===== src/rtl/uart_loopback_fifo_if.sv =====
// Host byte-stream bundle: TX bytes in (wr_*), RX bytes out (rd_*), both valid/ready.
// Master is the host side; slave is the UART.
interface uart_loopback_fifo_if #(
    parameter int DATA_W = 8
);
    logic              wr_valid;
    logic [DATA_W-1:0] wr_data;
    logic              wr_ready;
    logic              rd_valid;
    logic [DATA_W-1:0] rd_data;
    logic              rd_ready;

    modport master (
        output wr_valid, wr_data, rd_ready,
        input  wr_ready, rd_valid, rd_data
    );

    modport slave (
        input  wr_valid, wr_data, rd_ready,
        output wr_ready, rd_valid, rd_data
    );
endinterface


===== src/rtl/uart_loopback_fifo.sv =====
// UART with RX/TX FIFOs and optional RX->TX loopback; RX byte lands in its FIFO 1 clk after the last stop sample.
// Backpressure: host wr_ready/rd_valid follow FIFO full/empty (gated off in loopback); a full RX FIFO drops and flags overrun.
module uart_loopback_fifo #(
    parameter int DATA_W     = 8,
    parameter int FIFO_DEPTH = 16,
    parameter int DIV_W      = 13
) (
    input  logic                          clk,
    input  logic                          rst,
    input  logic [DIV_W-1:0]              clk_per_bit,
    input  logic                          parity_en,
    input  logic                          parity_odd,
    input  logic                          stop2,
    input  logic                          loop_en,
    input  logic                          err_clr,
    input  logic                          rx_in,
    output logic                          tx_out,
    uart_loopback_fifo_if.slave           host,
    output logic [$clog2(FIFO_DEPTH):0]   rx_count,
    output logic                          tx_busy,
    output logic                          parity_error,
    output logic                          frame_error,
    output logic                          overrun_error
);
    localparam int AW = $clog2(FIFO_DEPTH);
    localparam int BW = $clog2(DATA_W);

    typedef struct packed {
        logic [DIV_W-1:0] div;
        logic             par_en;
        logic             par_odd;
        logic             stop2;
    } cfg_t;

    typedef enum logic [2:0] {S_IDLE, S_START, S_DATA, S_PARITY, S_STOP} state_t;

    cfg_t cfg_now;
    always_comb begin
        cfg_now.div     = (clk_per_bit < DIV_W'(4)) ? DIV_W'(4) : clk_per_bit;
        cfg_now.par_en  = parity_en;
        cfg_now.par_odd = parity_odd;
        cfg_now.stop2   = stop2;
    end

    // Extra pointer MSB distinguishes full from empty.
    logic [DATA_W-1:0] rxq_mem [FIFO_DEPTH];
    logic [DATA_W-1:0] txq_mem [FIFO_DEPTH];
    logic [AW:0]       rxq_wp, rxq_rp, txq_wp, txq_rp;
    logic              rxq_empty, rxq_full, rxq_push, rxq_pop, rxq_wr, rxq_rd;
    logic              txq_empty, txq_full, txq_push, txq_pop, txq_wr, txq_rd;
    logic [DATA_W-1:0] rxq_head, txq_head, txq_din;

    assign rxq_empty = (rxq_wp == rxq_rp);
    assign rxq_full  = (rxq_wp[AW] != rxq_rp[AW]) && (rxq_wp[AW-1:0] == rxq_rp[AW-1:0]);
    assign rxq_rd    = rxq_pop && !rxq_empty;
    assign rxq_wr    = rxq_push && (!rxq_full || rxq_pop);
    assign rxq_head  = rxq_mem[rxq_rp[AW-1:0]];
    assign rx_count  = rxq_wp - rxq_rp;

    assign txq_empty = (txq_wp == txq_rp);
    assign txq_full  = (txq_wp[AW] != txq_rp[AW]) && (txq_wp[AW-1:0] == txq_rp[AW-1:0]);
    assign txq_rd    = txq_pop && !txq_empty;
    assign txq_wr    = txq_push && (!txq_full || txq_pop);
    assign txq_head  = txq_mem[txq_rp[AW-1:0]];

    always_ff @(posedge clk) begin
        if (rst) begin
            rxq_wp <= '0;
            rxq_rp <= '0;
            txq_wp <= '0;
            txq_rp <= '0;
        end else begin
            if (rxq_wr) rxq_wp <= rxq_wp + (AW+1)'(1);
            if (rxq_rd) rxq_rp <= rxq_rp + (AW+1)'(1);
            if (txq_wr) txq_wp <= txq_wp + (AW+1)'(1);
            if (txq_rd) txq_rp <= txq_rp + (AW+1)'(1);
        end
    end

    logic [DATA_W-1:0] rx_shift;
    always_ff @(posedge clk) begin
        if (rxq_wr) rxq_mem[rxq_wp[AW-1:0]] <= rx_shift;
        if (txq_wr) txq_mem[txq_wp[AW-1:0]] <= txq_din;
    end

    logic lb_move;
    assign lb_move       = loop_en && !rxq_empty && !txq_full;
    assign host.rd_valid = !rxq_empty && !loop_en;
    assign host.rd_data  = rxq_head;
    assign host.wr_ready = !txq_full && !loop_en;
    assign rxq_pop       = loop_en ? lb_move : (host.rd_valid && host.rd_ready);
    assign txq_push      = loop_en ? lb_move : (host.wr_valid && host.wr_ready);
    assign txq_din       = loop_en ? rxq_head : host.wr_data;

    // ---------------- RX ----------------
    logic rx_s1, rx_s2, rx_prev;
    always_ff @(posedge clk) begin
        if (rst) begin
            rx_s1   <= 1'b1;
            rx_s2   <= 1'b1;
            rx_prev <= 1'b1;
        end else begin
            rx_s1   <= rx_in;
            rx_s2   <= rx_s1;
            rx_prev <= rx_s2;
        end
    end

    state_t            rx_state, rx_state_nxt;
    cfg_t              rx_cfg, rx_cfg_nxt;
    logic [DIV_W-1:0]  rx_cnt, rx_cnt_nxt;
    logic [BW-1:0]     rx_bit, rx_bit_nxt;
    logic [DATA_W-1:0] rx_shift_nxt;
    logic              rx_par, rx_par_nxt, rx_stop_idx, rx_stop_idx_nxt, rx_ferr, rx_ferr_nxt;
    logic              rx_push_nxt, rx_perr_evt, rx_perr_evt_nxt, rx_ferr_evt, rx_ferr_evt_nxt;
    logic              rx_tick, rx_stop_bad, rx_par_bad;

    assign rx_tick     = (rx_cnt == rx_cfg.div - DIV_W'(1));
    assign rx_stop_bad = rx_ferr || !rx_s2;
    assign rx_par_bad  = rx_cfg.par_en && (rx_par != rx_cfg.par_odd);

    always_comb begin
        rx_state_nxt    = rx_state;
        rx_cfg_nxt      = rx_cfg;
        rx_cnt_nxt      = rx_cnt + DIV_W'(1);
        rx_bit_nxt      = rx_bit;
        rx_shift_nxt    = rx_shift;
        rx_par_nxt      = rx_par;
        rx_stop_idx_nxt = rx_stop_idx;
        rx_ferr_nxt     = rx_ferr;
        rx_push_nxt     = 1'b0;
        rx_perr_evt_nxt = 1'b0;
        rx_ferr_evt_nxt = 1'b0;
        case (rx_state)
            S_IDLE: begin
                rx_cnt_nxt = '0;
                if (rx_prev && !rx_s2) begin
                    rx_state_nxt = S_START;
                    rx_cfg_nxt   = cfg_now;
                end
            end
            S_START: if (rx_cnt == (rx_cfg.div >> 1) - DIV_W'(1)) begin
                rx_cnt_nxt   = '0;
                rx_bit_nxt   = '0;
                rx_par_nxt   = 1'b0;
                rx_state_nxt = rx_s2 ? S_IDLE : S_DATA;
            end
            S_DATA: if (rx_tick) begin
                rx_cnt_nxt   = '0;
                rx_shift_nxt = {rx_s2, rx_shift[DATA_W-1:1]};
                rx_par_nxt   = rx_par ^ rx_s2;
                rx_bit_nxt   = rx_bit + BW'(1);
                if (rx_bit == BW'(DATA_W-1)) begin
                    rx_state_nxt    = rx_cfg.par_en ? S_PARITY : S_STOP;
                    rx_stop_idx_nxt = 1'b0;
                    rx_ferr_nxt     = 1'b0;
                end
            end
            S_PARITY: if (rx_tick) begin
                rx_cnt_nxt      = '0;
                rx_par_nxt      = rx_par ^ rx_s2;
                rx_state_nxt    = S_STOP;
                rx_stop_idx_nxt = 1'b0;
                rx_ferr_nxt     = 1'b0;
            end
            S_STOP: if (rx_tick) begin
                rx_cnt_nxt = '0;
                if (rx_cfg.stop2 && !rx_stop_idx) begin
                    rx_stop_idx_nxt = 1'b1;
                    rx_ferr_nxt     = rx_stop_bad;
                end else begin
                    rx_state_nxt    = S_IDLE;
                    rx_ferr_evt_nxt = rx_stop_bad;
                    rx_perr_evt_nxt = rx_par_bad;
                    rx_push_nxt     = !rx_stop_bad && !rx_par_bad;
                end
            end
            default: rx_state_nxt = S_IDLE;
        endcase
    end

    always_ff @(posedge clk) begin
        if (rst) begin
            rx_state    <= S_IDLE;
            rx_cfg      <= '0;
            rx_cnt      <= '0;
            rx_bit      <= '0;
            rx_shift    <= '0;
            rx_par      <= 1'b0;
            rx_stop_idx <= 1'b0;
            rx_ferr     <= 1'b0;
            rxq_push    <= 1'b0;
            rx_perr_evt <= 1'b0;
            rx_ferr_evt <= 1'b0;
        end else begin
            rx_state    <= rx_state_nxt;
            rx_cfg      <= rx_cfg_nxt;
            rx_cnt      <= rx_cnt_nxt;
            rx_bit      <= rx_bit_nxt;
            rx_shift    <= rx_shift_nxt;
            rx_par      <= rx_par_nxt;
            rx_stop_idx <= rx_stop_idx_nxt;
            rx_ferr     <= rx_ferr_nxt;
            rxq_push    <= rx_push_nxt;
            rx_perr_evt <= rx_perr_evt_nxt;
            rx_ferr_evt <= rx_ferr_evt_nxt;
        end
    end

    // Set beats clear when both land in the same cycle.
    always_ff @(posedge clk) begin
        if (rst) begin
            parity_error  <= 1'b0;
            frame_error   <= 1'b0;
            overrun_error <= 1'b0;
        end else begin
            if (rx_perr_evt)                          parity_error  <= 1'b1;
            else if (err_clr)                         parity_error  <= 1'b0;
            if (rx_ferr_evt)                          frame_error   <= 1'b1;
            else if (err_clr)                         frame_error   <= 1'b0;
            if (rxq_push && rxq_full && !rxq_pop)     overrun_error <= 1'b1;
            else if (err_clr)                         overrun_error <= 1'b0;
        end
    end

    // ---------------- TX ----------------
    state_t            tx_state, tx_state_nxt;
    cfg_t              tx_cfg, tx_cfg_nxt;
    logic [DIV_W-1:0]  tx_cnt, tx_cnt_nxt;
    logic [BW-1:0]     tx_bit, tx_bit_nxt;
    logic [DATA_W-1:0] tx_shift, tx_shift_nxt;
    logic              tx_par, tx_par_nxt, tx_stop_idx, tx_stop_idx_nxt, tx_out_nxt;
    logic              tx_tick, tx_load;

    assign tx_tick = (tx_cnt == tx_cfg.div - DIV_W'(1));
    assign tx_busy = (tx_state != S_IDLE) || !txq_empty;

    always_comb begin
        tx_state_nxt    = tx_state;
        tx_cfg_nxt      = tx_cfg;
        tx_cnt_nxt      = tx_cnt + DIV_W'(1);
        tx_bit_nxt      = tx_bit;
        tx_shift_nxt    = tx_shift;
        tx_par_nxt      = tx_par;
        tx_stop_idx_nxt = tx_stop_idx;
        tx_load         = 1'b0;
        case (tx_state)
            S_IDLE: begin
                tx_cnt_nxt = '0;
                tx_load    = !txq_empty;
            end
            S_START: if (tx_tick) begin
                tx_cnt_nxt   = '0;
                tx_bit_nxt   = '0;
                tx_state_nxt = S_DATA;
            end
            S_DATA: if (tx_tick) begin
                tx_cnt_nxt   = '0;
                tx_par_nxt   = tx_par ^ tx_shift[0];
                tx_shift_nxt = tx_shift >> 1;
                tx_bit_nxt   = tx_bit + BW'(1);
                if (tx_bit == BW'(DATA_W-1)) begin
                    tx_state_nxt    = tx_cfg.par_en ? S_PARITY : S_STOP;
                    tx_stop_idx_nxt = 1'b0;
                end
            end
            S_PARITY: if (tx_tick) begin
                tx_cnt_nxt      = '0;
                tx_state_nxt    = S_STOP;
                tx_stop_idx_nxt = 1'b0;
            end
            S_STOP: if (tx_tick) begin
                tx_cnt_nxt = '0;
                if (tx_cfg.stop2 && !tx_stop_idx) tx_stop_idx_nxt = 1'b1;
                else if (!txq_empty)              tx_load         = 1'b1;
                else                              tx_state_nxt    = S_IDLE;
            end
            default: tx_state_nxt = S_IDLE;
        endcase
        // Loading straight from STOP gives back-to-back frames with no idle gap.
        if (tx_load) begin
            tx_state_nxt = S_START;
            tx_cnt_nxt   = '0;
            tx_cfg_nxt   = cfg_now;
            tx_shift_nxt = txq_head;
            tx_par_nxt   = 1'b0;
        end
        txq_pop = tx_load;
        case (tx_state_nxt)
            S_START:  tx_out_nxt = 1'b0;
            S_DATA:   tx_out_nxt = tx_shift_nxt[0];
            S_PARITY: tx_out_nxt = tx_par_nxt ^ tx_cfg.par_odd;
            default:  tx_out_nxt = 1'b1;
        endcase
    end

    always_ff @(posedge clk) begin
        if (rst) begin
            tx_state    <= S_IDLE;
            tx_cfg      <= '0;
            tx_cnt      <= '0;
            tx_bit      <= '0;
            tx_shift    <= '0;
            tx_par      <= 1'b0;
            tx_stop_idx <= 1'b0;
            tx_out      <= 1'b1;
        end else begin
            tx_state    <= tx_state_nxt;
            tx_cfg      <= tx_cfg_nxt;
            tx_cnt      <= tx_cnt_nxt;
            tx_bit      <= tx_bit_nxt;
            tx_shift    <= tx_shift_nxt;
            tx_par      <= tx_par_nxt;
            tx_stop_idx <= tx_stop_idx_nxt;
            tx_out      <= tx_out_nxt;
        end
    end
endmodule


===== src/flat_wrapper.sv =====
// flat-port wrapper written by rule: the top's interface ports become plain ports
module uart_loopback_fifo_flat 
#(
    parameter int DATA_W     = 8,
    parameter int FIFO_DEPTH = 16,
    parameter int DIV_W      = 13
)
  (clk, rst, clk_per_bit, parity_en, parity_odd, stop2, loop_en, err_clr, rx_in, tx_out, rx_count, tx_busy, parity_error, frame_error, overrun_error, host_wr_valid, host_wr_data, host_rd_ready, host_wr_ready, host_rd_valid, host_rd_data);
  uart_loopback_fifo_if #(.DATA_W(DATA_W)) host_i ();
  input  logic clk;
  input  logic rst;
  input  logic [DIV_W-1:0] clk_per_bit;
  input  logic parity_en;
  input  logic parity_odd;
  input  logic stop2;
  input  logic loop_en;
  input  logic err_clr;
  input  logic rx_in;
  output logic tx_out;
  output logic [$clog2(FIFO_DEPTH):0] rx_count;
  output logic tx_busy;
  output logic parity_error;
  output logic frame_error;
  output logic overrun_error;
  input wire logic [$bits(host_i.wr_valid)-1:0] host_wr_valid;
  input wire logic [$bits(host_i.wr_data)-1:0] host_wr_data;
  input wire logic [$bits(host_i.rd_ready)-1:0] host_rd_ready;
  output wire logic [$bits(host_i.wr_ready)-1:0] host_wr_ready;
  output wire logic [$bits(host_i.rd_valid)-1:0] host_rd_valid;
  output wire logic [$bits(host_i.rd_data)-1:0] host_rd_data;
  assign host_i.wr_valid = host_wr_valid;
  assign host_i.wr_data = host_wr_data;
  assign host_i.rd_ready = host_rd_ready;
  assign host_wr_ready = host_i.wr_ready;
  assign host_rd_valid = host_i.rd_valid;
  assign host_rd_data = host_i.rd_data;
  uart_loopback_fifo #(.DATA_W(DATA_W), .FIFO_DEPTH(FIFO_DEPTH), .DIV_W(DIV_W)) u_core (.clk(clk), .rst(rst), .clk_per_bit(clk_per_bit), .parity_en(parity_en), .parity_odd(parity_odd), .stop2(stop2), .loop_en(loop_en), .err_clr(err_clr), .rx_in(rx_in), .tx_out(tx_out), .host(host_i), .rx_count(rx_count), .tx_busy(tx_busy), .parity_error(parity_error), .frame_error(frame_error), .overrun_error(overrun_error));
endmodule

===== config.mk =====
export PLATFORM = sky130hd
export DESIGN_NAME = uart_loopback_fifo_flat
export DESIGN_NICKNAME = d
export VERILOG_FILES = /design/src/rtl/uart_loopback_fifo_if.sv /design/src/rtl/uart_loopback_fifo.sv /design/src/flat_wrapper.sv
export SDC_FILE = /design/constraint.sdc
export NUM_CORES = 1
export LEC_CHECK = 0
export BUFFER_PORTS_ARGS = -buffer_cell sky130_fd_sc_hd__buf_2
export CAP_MARGIN = 30
export CORE_ASPECT_RATIO = 0.6
export CORE_MARGIN = 5
export CORE_UTILIZATION = 39
export CTS_BUF_LIST = sky130_fd_sc_hd__clkbuf_4 sky130_fd_sc_hd__clkbuf_8
export CTS_CLUSTER_SIZE = 25
export DETAILED_ROUTE_END_ITERATION = 16
export PLACE_DENSITY = 0.64
export SLEW_MARGIN = 20
export SYNTH_ARGS = -nofsm -noshare
export SYNTH_HDL_FRONTEND = slang
export SYNTH_SLANG_ARGS = --single-unit

===== constraint.sdc =====
create_clock -name clk -period 8.8 [get_ports clk]
set_input_delay 1.76 -clock clk [delete_from_list [all_inputs] [get_ports clk]]
set_output_delay 1.76 -clock clk [all_outputs]
set_load 0.01 [all_outputs]

; Yosys cells after proc, flatten, opt, wreduce, memory -nomap -nowiden
; Memories as Yosys holds them, arrays and structs flattened. A register that Yosys moved wholly into a read port is not among the register bits.
; Index checks and enable logic that the tools add are counted.
[classes]
mux = 76
eq_ne = 38
n_addsub = 12
n_bitwise = 5
n_reduce_logical = 61
magnitude_cmp = 1
[op_table]
columns = op, count
row1 = 3-bit two-way mux, 21
row2 = 13-bit two-way mux, 4
row3 = 13-bit == test, 3
row4 = 13-bit case mux with 3 select lines, 1
row5 = 8-bit two-way mux, 4
row6 = 1-bit two-way mux, 30
row7 = 3-bit case mux with 5 select lines, 2
row8 = "2-bit by 1-bit != test with 1-bit output, second input constant", 14
row9 = "13-bit by 1-bit adder with 13-bit output, second input constant", 2
row10 = 13-bit case mux with 2 select lines, 1
row11 = "13-bit by 1-bit subtractor with 13-bit output, second input constant", 2
row12 = "5-bit by 1-bit adder with 5-bit output, second input constant", 4
row13 = 1-bit logical AND, 19
row14 = "3-bit by 2-bit == test with 1-bit output, second input constant", 6
row15 = 4-bit two-way mux, 4
row16 = 2-bit nonzero test, 8
row17 = "13-bit by 3-bit less-than comparator with 1-bit output, second input constant", 1
row18 = "12-bit by 1-bit subtractor with 13-bit output, second input constant", 1
row19 = "3-bit == test, second input constant", 4
row20 = 1-bit case mux with 3 select lines, 4
row21 = 3-bit case mux with 2 select lines, 2
row22 = 6-bit AND reduction, 2
row23 = 1-bit logical NOT, 11
row24 = 5-bit == test, 2
row25 = 19 further kinds, 41
[totals]
mem_bits_rw = 256
output_inout_bits = 20
reg_bits = 121
memories = 2
wordCells = 231
inputBits = 31
[memory_table]
columns = memory, words, word_bits, read_ports, rd_clocked_by_memory_dff, write_ports, line_no
row1 = u_core.rxq_mem, 16, 8, 1, 1, 1, uart_loopback_fifo.sv:46  ; logic [DATA_W-1:0] rxq_mem [FIFO_DEPTH];
row2 = u_core.txq_mem, 16, 8, 1, 1, 1, uart_loopback_fifo.sv:47  ; logic [DATA_W-1:0] txq_mem [FIFO_DEPTH];

; Logic depth before layout (Yosys ltp)
[depth]
depth_word = 9
depth_mapped = 13
mapped_depth_nobuf = 11

; Least setup slack after synthesis
; OpenSTA, ideal clock, no wires.
[synth_timing]
path_kind = input -> register
startpoint = in loop_en
endpoint = mem u_core.rxq_mem[3][0], enable pin
arrival_ns = 3.597
required_time_ns = 8.417
path_buffers = 1
stages = 6
slack_ns = 4.820
setup_time_ns = 0.383
cell_sequence = nor2_1 > a211oi_1 > o31a_1 > clkbuf_1 > nand2_1 > nor3_1
[synth_between]
elab_chain_len = 8
word_cells_on_any_way = 10
cone_classes = mux (3) / reduce/logical (7)
[synth_rtl]
columns = item, line_no
row1 = start: declaration, flat_wrapper.sv:16  ; input logic loop_en;
row2 = 1-bit logical NOT, uart_loopback_fifo.sv:88  ; assign host.rd_valid = !rxq_empty && !loop_en;
row3 = 1-bit logical AND, uart_loopback_fifo.sv:88
row4 = 1-bit logical AND, uart_loopback_fifo.sv:91  ; assign rxq_pop = loop_en ? lb_move : (host.rd_valid && host.rd_ready);
row5 = 1-bit two-way mux *, uart_loopback_fifo.sv:91
row6 = 1-bit logical OR *, uart_loopback_fifo.sv:56  ; assign rxq_wr = rxq_push && (!rxq_full || rxq_pop);
row7 = 1-bit logical AND *, uart_loopback_fifo.sv:56
row8 = 1-bit two-way mux *, uart_loopback_fifo.sv:82  ; if (rxq_wr) rxq_mem[rxq_wp[AW-1:0]] <= rx_shift;
row9 = 1-bit two-way mux (implied by the code) *, uart_loopback_fifo.sv:82
row10 = end: declaration, uart_loopback_fifo.sv:46
; Every way passes the cells marked *; elsewhere a longest branch is shown, timed or not.

==> impl_metrics.env <==
export IMPL_whs_ps=422
export IMPL_numPortBuffers=50
export IMPL_grt_pass1_wl_um=58300
export IMPL_rows=58
export IMPL_synth_edf_count=256
export IMPL_p_leak_nw=6.33
export IMPL_p_comb_frac=0.177
export IMPL_cap_violations=0
export IMPL_vias=9968
export IMPL_critPathRequiredTime_ps=7040
export IMPL_grt_pass1_vias=9634
export IMPL_remaining_drc_errors=0
export IMPL_start_util=0.395
export IMPL_hold_viol=0
export IMPL_setup_worst_path_end="host_rd_data[6]"
export IMPL_synth_warnings=0
export IMPL_max_stage_delay_ps=610
export IMPL_max_freq_ghz=0.221
export IMPL_crit_cells=4
export IMPL_finalClockSkew_ps=39.5
export IMPL_io_pin_count=51
export IMPL_mostFrequentLayoutCell="edfxtp_1"
export IMPL_synthArstFlopShare=0
export IMPL_cts_made_buffers=56
export IMPL_insertion_delay_ps=620
export IMPL_rsz0062_at_grt="no"
export IMPL_power_density_mw_per_mm2=229
export IMPL_placed_cell_area_mm2=0.0174
export IMPL_ys_seq_elements=385
export IMPL_antenna_found_initial=1
export IMPL_fin_nets=1326
export IMPL_r2r_end="u_core.tx_out$_SDFF_PP1_"
export IMPL_regArea_mm2=0.0103
export IMPL_synth_area_per_cell_um2=13.7
export IMPL_cts_htree_levels=2
export IMPL_drv_slew=0
export IMPL_core_area_mm2=0.0419
export IMPL_finalPower_mw=4.24
export IMPL_dieArea_mm2=0.0468
export IMPL_internal_power_mw=3.08
export IMPL_antenna_cells=0
export IMPL_route_antenna_remaining_nets=0
export IMPL_clk_pin_slew_worst_paths_ps=60
export IMPL_syn_area_mm2=0.0165
export IMPL_slew_headroom=0.391
export IMPL_dieHeight_um=170
export IMPL_viasPerCell=5.29
export IMPL_syn2layout_area_growth_pct=12.0
export IMPL_cts_buffer_depth=3
export IMPL_clockRootBuffer="clkbuf_8"
export IMPL_netlist_instances=1211
export IMPL_path_cells="buf_4 > mux4_2 > mux4_2 > buf_2"
export IMPL_cts_sinks=385
export IMPL_fillers=3766
export IMPL_multi_input_area_mm2=0.00590
export IMPL_grt_max_degree=55
export IMPL_crit_slowest_cell="mux4_2"
export IMPL_wl_per_cell_um=20.1
export IMPL_critPathKind="flip-flop to output pin"
export IMPL_ys_flop_type="edfxtp_1"
export IMPL_worstHoldPathType="flip-flop to flip-flop"
export IMPL_cts_tree="yes"
export IMPL_finalInstanceArea_mm2=0.0185
export IMPL_switching_power_mw=1.16
export IMPL_post_route_min_period_ps=4530
export IMPL_worstMarginPinSlew_ps=908
export IMPL_reg2reg_from="u_core.tx_cfg[3]$_SDFFE_PP0N_"
export IMPL_cts_repair_resized=0
export IMPL_drive_gt1_frac=0.205
export IMPL_tns_ps=0
export IMPL_final_setup_viol_count=0
export IMPL_layout_common_cells="edfxtp_1, nor2_1, dfxtp_1"
export IMPL_fin_crit_sh=0.515
export IMPL_grt_overflow=0
export IMPL_grt_total_usage=0.162
export IMPL_irDropWorstVdd_mv=0.125
export IMPL_switching_share=0.273
export IMPL_p_clk_frac=0.337
export IMPL_crit_family="multiplexers"
export IMPL_crit_top_cell="mux4_2"
export IMPL_drt_pass1_iter_count=5
export IMPL_gp_congestion=0.838
export IMPL_dp_hpwl_um=25800
export IMPL_endpoint_kind="output pin"
export IMPL_sequentialPowerShare=0.486
export IMPL_cts_setup_buffers=0
export IMPL_path_buf_inv=2
export IMPL_synth_seq_area_share=0.621
export IMPL_die_x_um=276
export IMPL_run_status="finished clean"
export IMPL_yosysUniqueCellTypes=67
export IMPL_r2r_cells=10
export IMPL_cts_hold_buf=0
export IMPL_drt_wl_total_um=37800
export IMPL_r2r_slack_ps=4750
export IMPL_start_kind="flip-flop"
export IMPL_arrival_ps=2770
export IMPL_synth_nets=1267
export IMPL_drtIter0Drc=884
export IMPL_crit_fanout=32
==> state kept, by name, indices dropped and copies added, names as in the netlist, 3 cells and up, named ones only <==
register	flops
u_core.txq_wp	5
u_core.tx_cnt	13
u_core.rx_shift	8
u_core.rx_bit	3
u_core.rx_cfg	16
u_core.rx_state	3
u_core.rxq_wp	5
u_core.tx_shift	8
u_core.rxq_rp	5
u_core.rx_cnt	13
u_core.rxq_mem	128
u_core.txq_mem	128
u_core.tx_state	3
u_core.txq_rp	5
u_core.tx_bit	3
u_core.tx_cfg	16
==> cell families (layout without fill, tap and decap cells) <==
logic type	count (synthesis)	after routing	share of synthesized area
flip-flops	385	385	0.621
AND/OR/NAND/NOR	361	361	0.103
AO/OA/AOI/OAI	123	123	0.0490
multiplexers	122	122	0.135
buffers and inverters	102	206	0.0238
XOR/XNOR	92	92	0.0487
adder cells (fa/ha/maj)	26	26	0.0200
==> worst min path at each step <==
stage	start	end	depth (start not counted)
after floorplan	u_core.rx_s1$_SDFF_PP1_	u_core.rx_s2$_SDFF_PP1_	1
after global placement	u_core.rx_s1$_SDFF_PP1_	u_core.rx_s2$_SDFF_PP1_	1
after detailed placement	u_core.rx_s1$_SDFF_PP1_	u_core.rx_s2$_SDFF_PP1_	1
after CTS	u_core.rx_s1$_SDFF_PP1_	u_core.rx_s2$_SDFF_PP1_	1
after global routing	u_core.rx_s1$_SDFF_PP1_	u_core.rx_s2$_SDFF_PP1_	1
final	u_core.rx_s1$_SDFF_PP1_	u_core.rx_s2$_SDFF_PP1_	1
==> power groups by stage <==
stage	clock, mW	sequential, mW	combinational [mW]
floorplan	0	2.06	0.579
global placement	0	2.09	0.716
detailed placement	0	2.10	0.750
CTS	1.47	2.06	0.756
global route	1.56	2.07	0.827
finish	1.43	2.06	0.751
==> cells in the mapped netlist, types with 5 or more instances <==
library cell / n / share of area
a211oi_1: 7 / 0.0032
a21o_1: 5 / 0.0023
a21oi_1: 46 / 0.014
a221oi_1: 6 / 0.0032
and2_1: 8 / 0.0030
and3_1: 16 / 0.0061
buf_1: 13 / 0.0029
buf_2: 5 / 0.0015
clkbuf_1: 45 / 0.010
dfxtp_1: 129 / 0.16
edfxtp_1: 256 / 0.46
ha_1: 24 / 0.018
inv_1: 37 / 0.0084
mux2_2: 10 / 0.0068
mux2i_1: 32 / 0.019
mux4_2: 80 / 0.11
nand2_1: 74 / 0.017
nand2b_1: 9 / 0.0034
nand3_1: 18 / 0.0054
nand4_1: 12 / 0.0045
nor2_1: 150 / 0.034
nor3_1: 27 / 0.0082
nor4_1: 10 / 0.0038
o21ai_0: 19 / 0.0057
or2_2: 5 / 0.0019
or3_1: 10 / 0.0038
xnor2_1: 56 / 0.030
xor2_1: 36 / 0.019
==> metal layers <==
layer / share of wire / wire length (µm) / vias to the layer above / GRT usage
met3: 0.083 / 3130 / 53 / 0.0424
met2: 0.40 / 15200 / 345 / 0.216
met1: 0.50 / 18900 / 4955 / 0.261
met4: 0.017 / 646 / 0 / 0.0365
met5: 0 / 0 / - / 0
li1: - / - / 4615 / -
==> through the flow <==
stage / std cells / utilization / worst slack, ps
after floorplan: 1211 / - / 4820
after CTS: 1879 / 0.441 / 4190
after detailed placement: 1776 / 0.415 / 3930
after global routing: 1885 / 0.442 / 4110
final: 1885 / 0.442 / 4270
after global placement: 1773 / 0.413 / 4010
==> area by class of cell <==
cell class | count | share of cell area
inverter | 37 | 0.00750
timing repair buffer | 66 | 0.0204
tap | 570 | 0.0385
clock inverter | 31 | 0.0112
sequential | 385 | 0.555
clock buffer | 72 | 0.0491
multi-input combinational | 724 | 0.319
==> worst register-to-register path: cells and delay by family (launching register included) <==
kind,cells,cell delay (ps)
AOI/OAI and AO/OA,3,650
adders and majority gates,1,250
buffers and inverters,1,80
DFF,1,360
muxes,1,420
and+or+nand+nor,4,2140
Power figures use the tool's default switching activity.
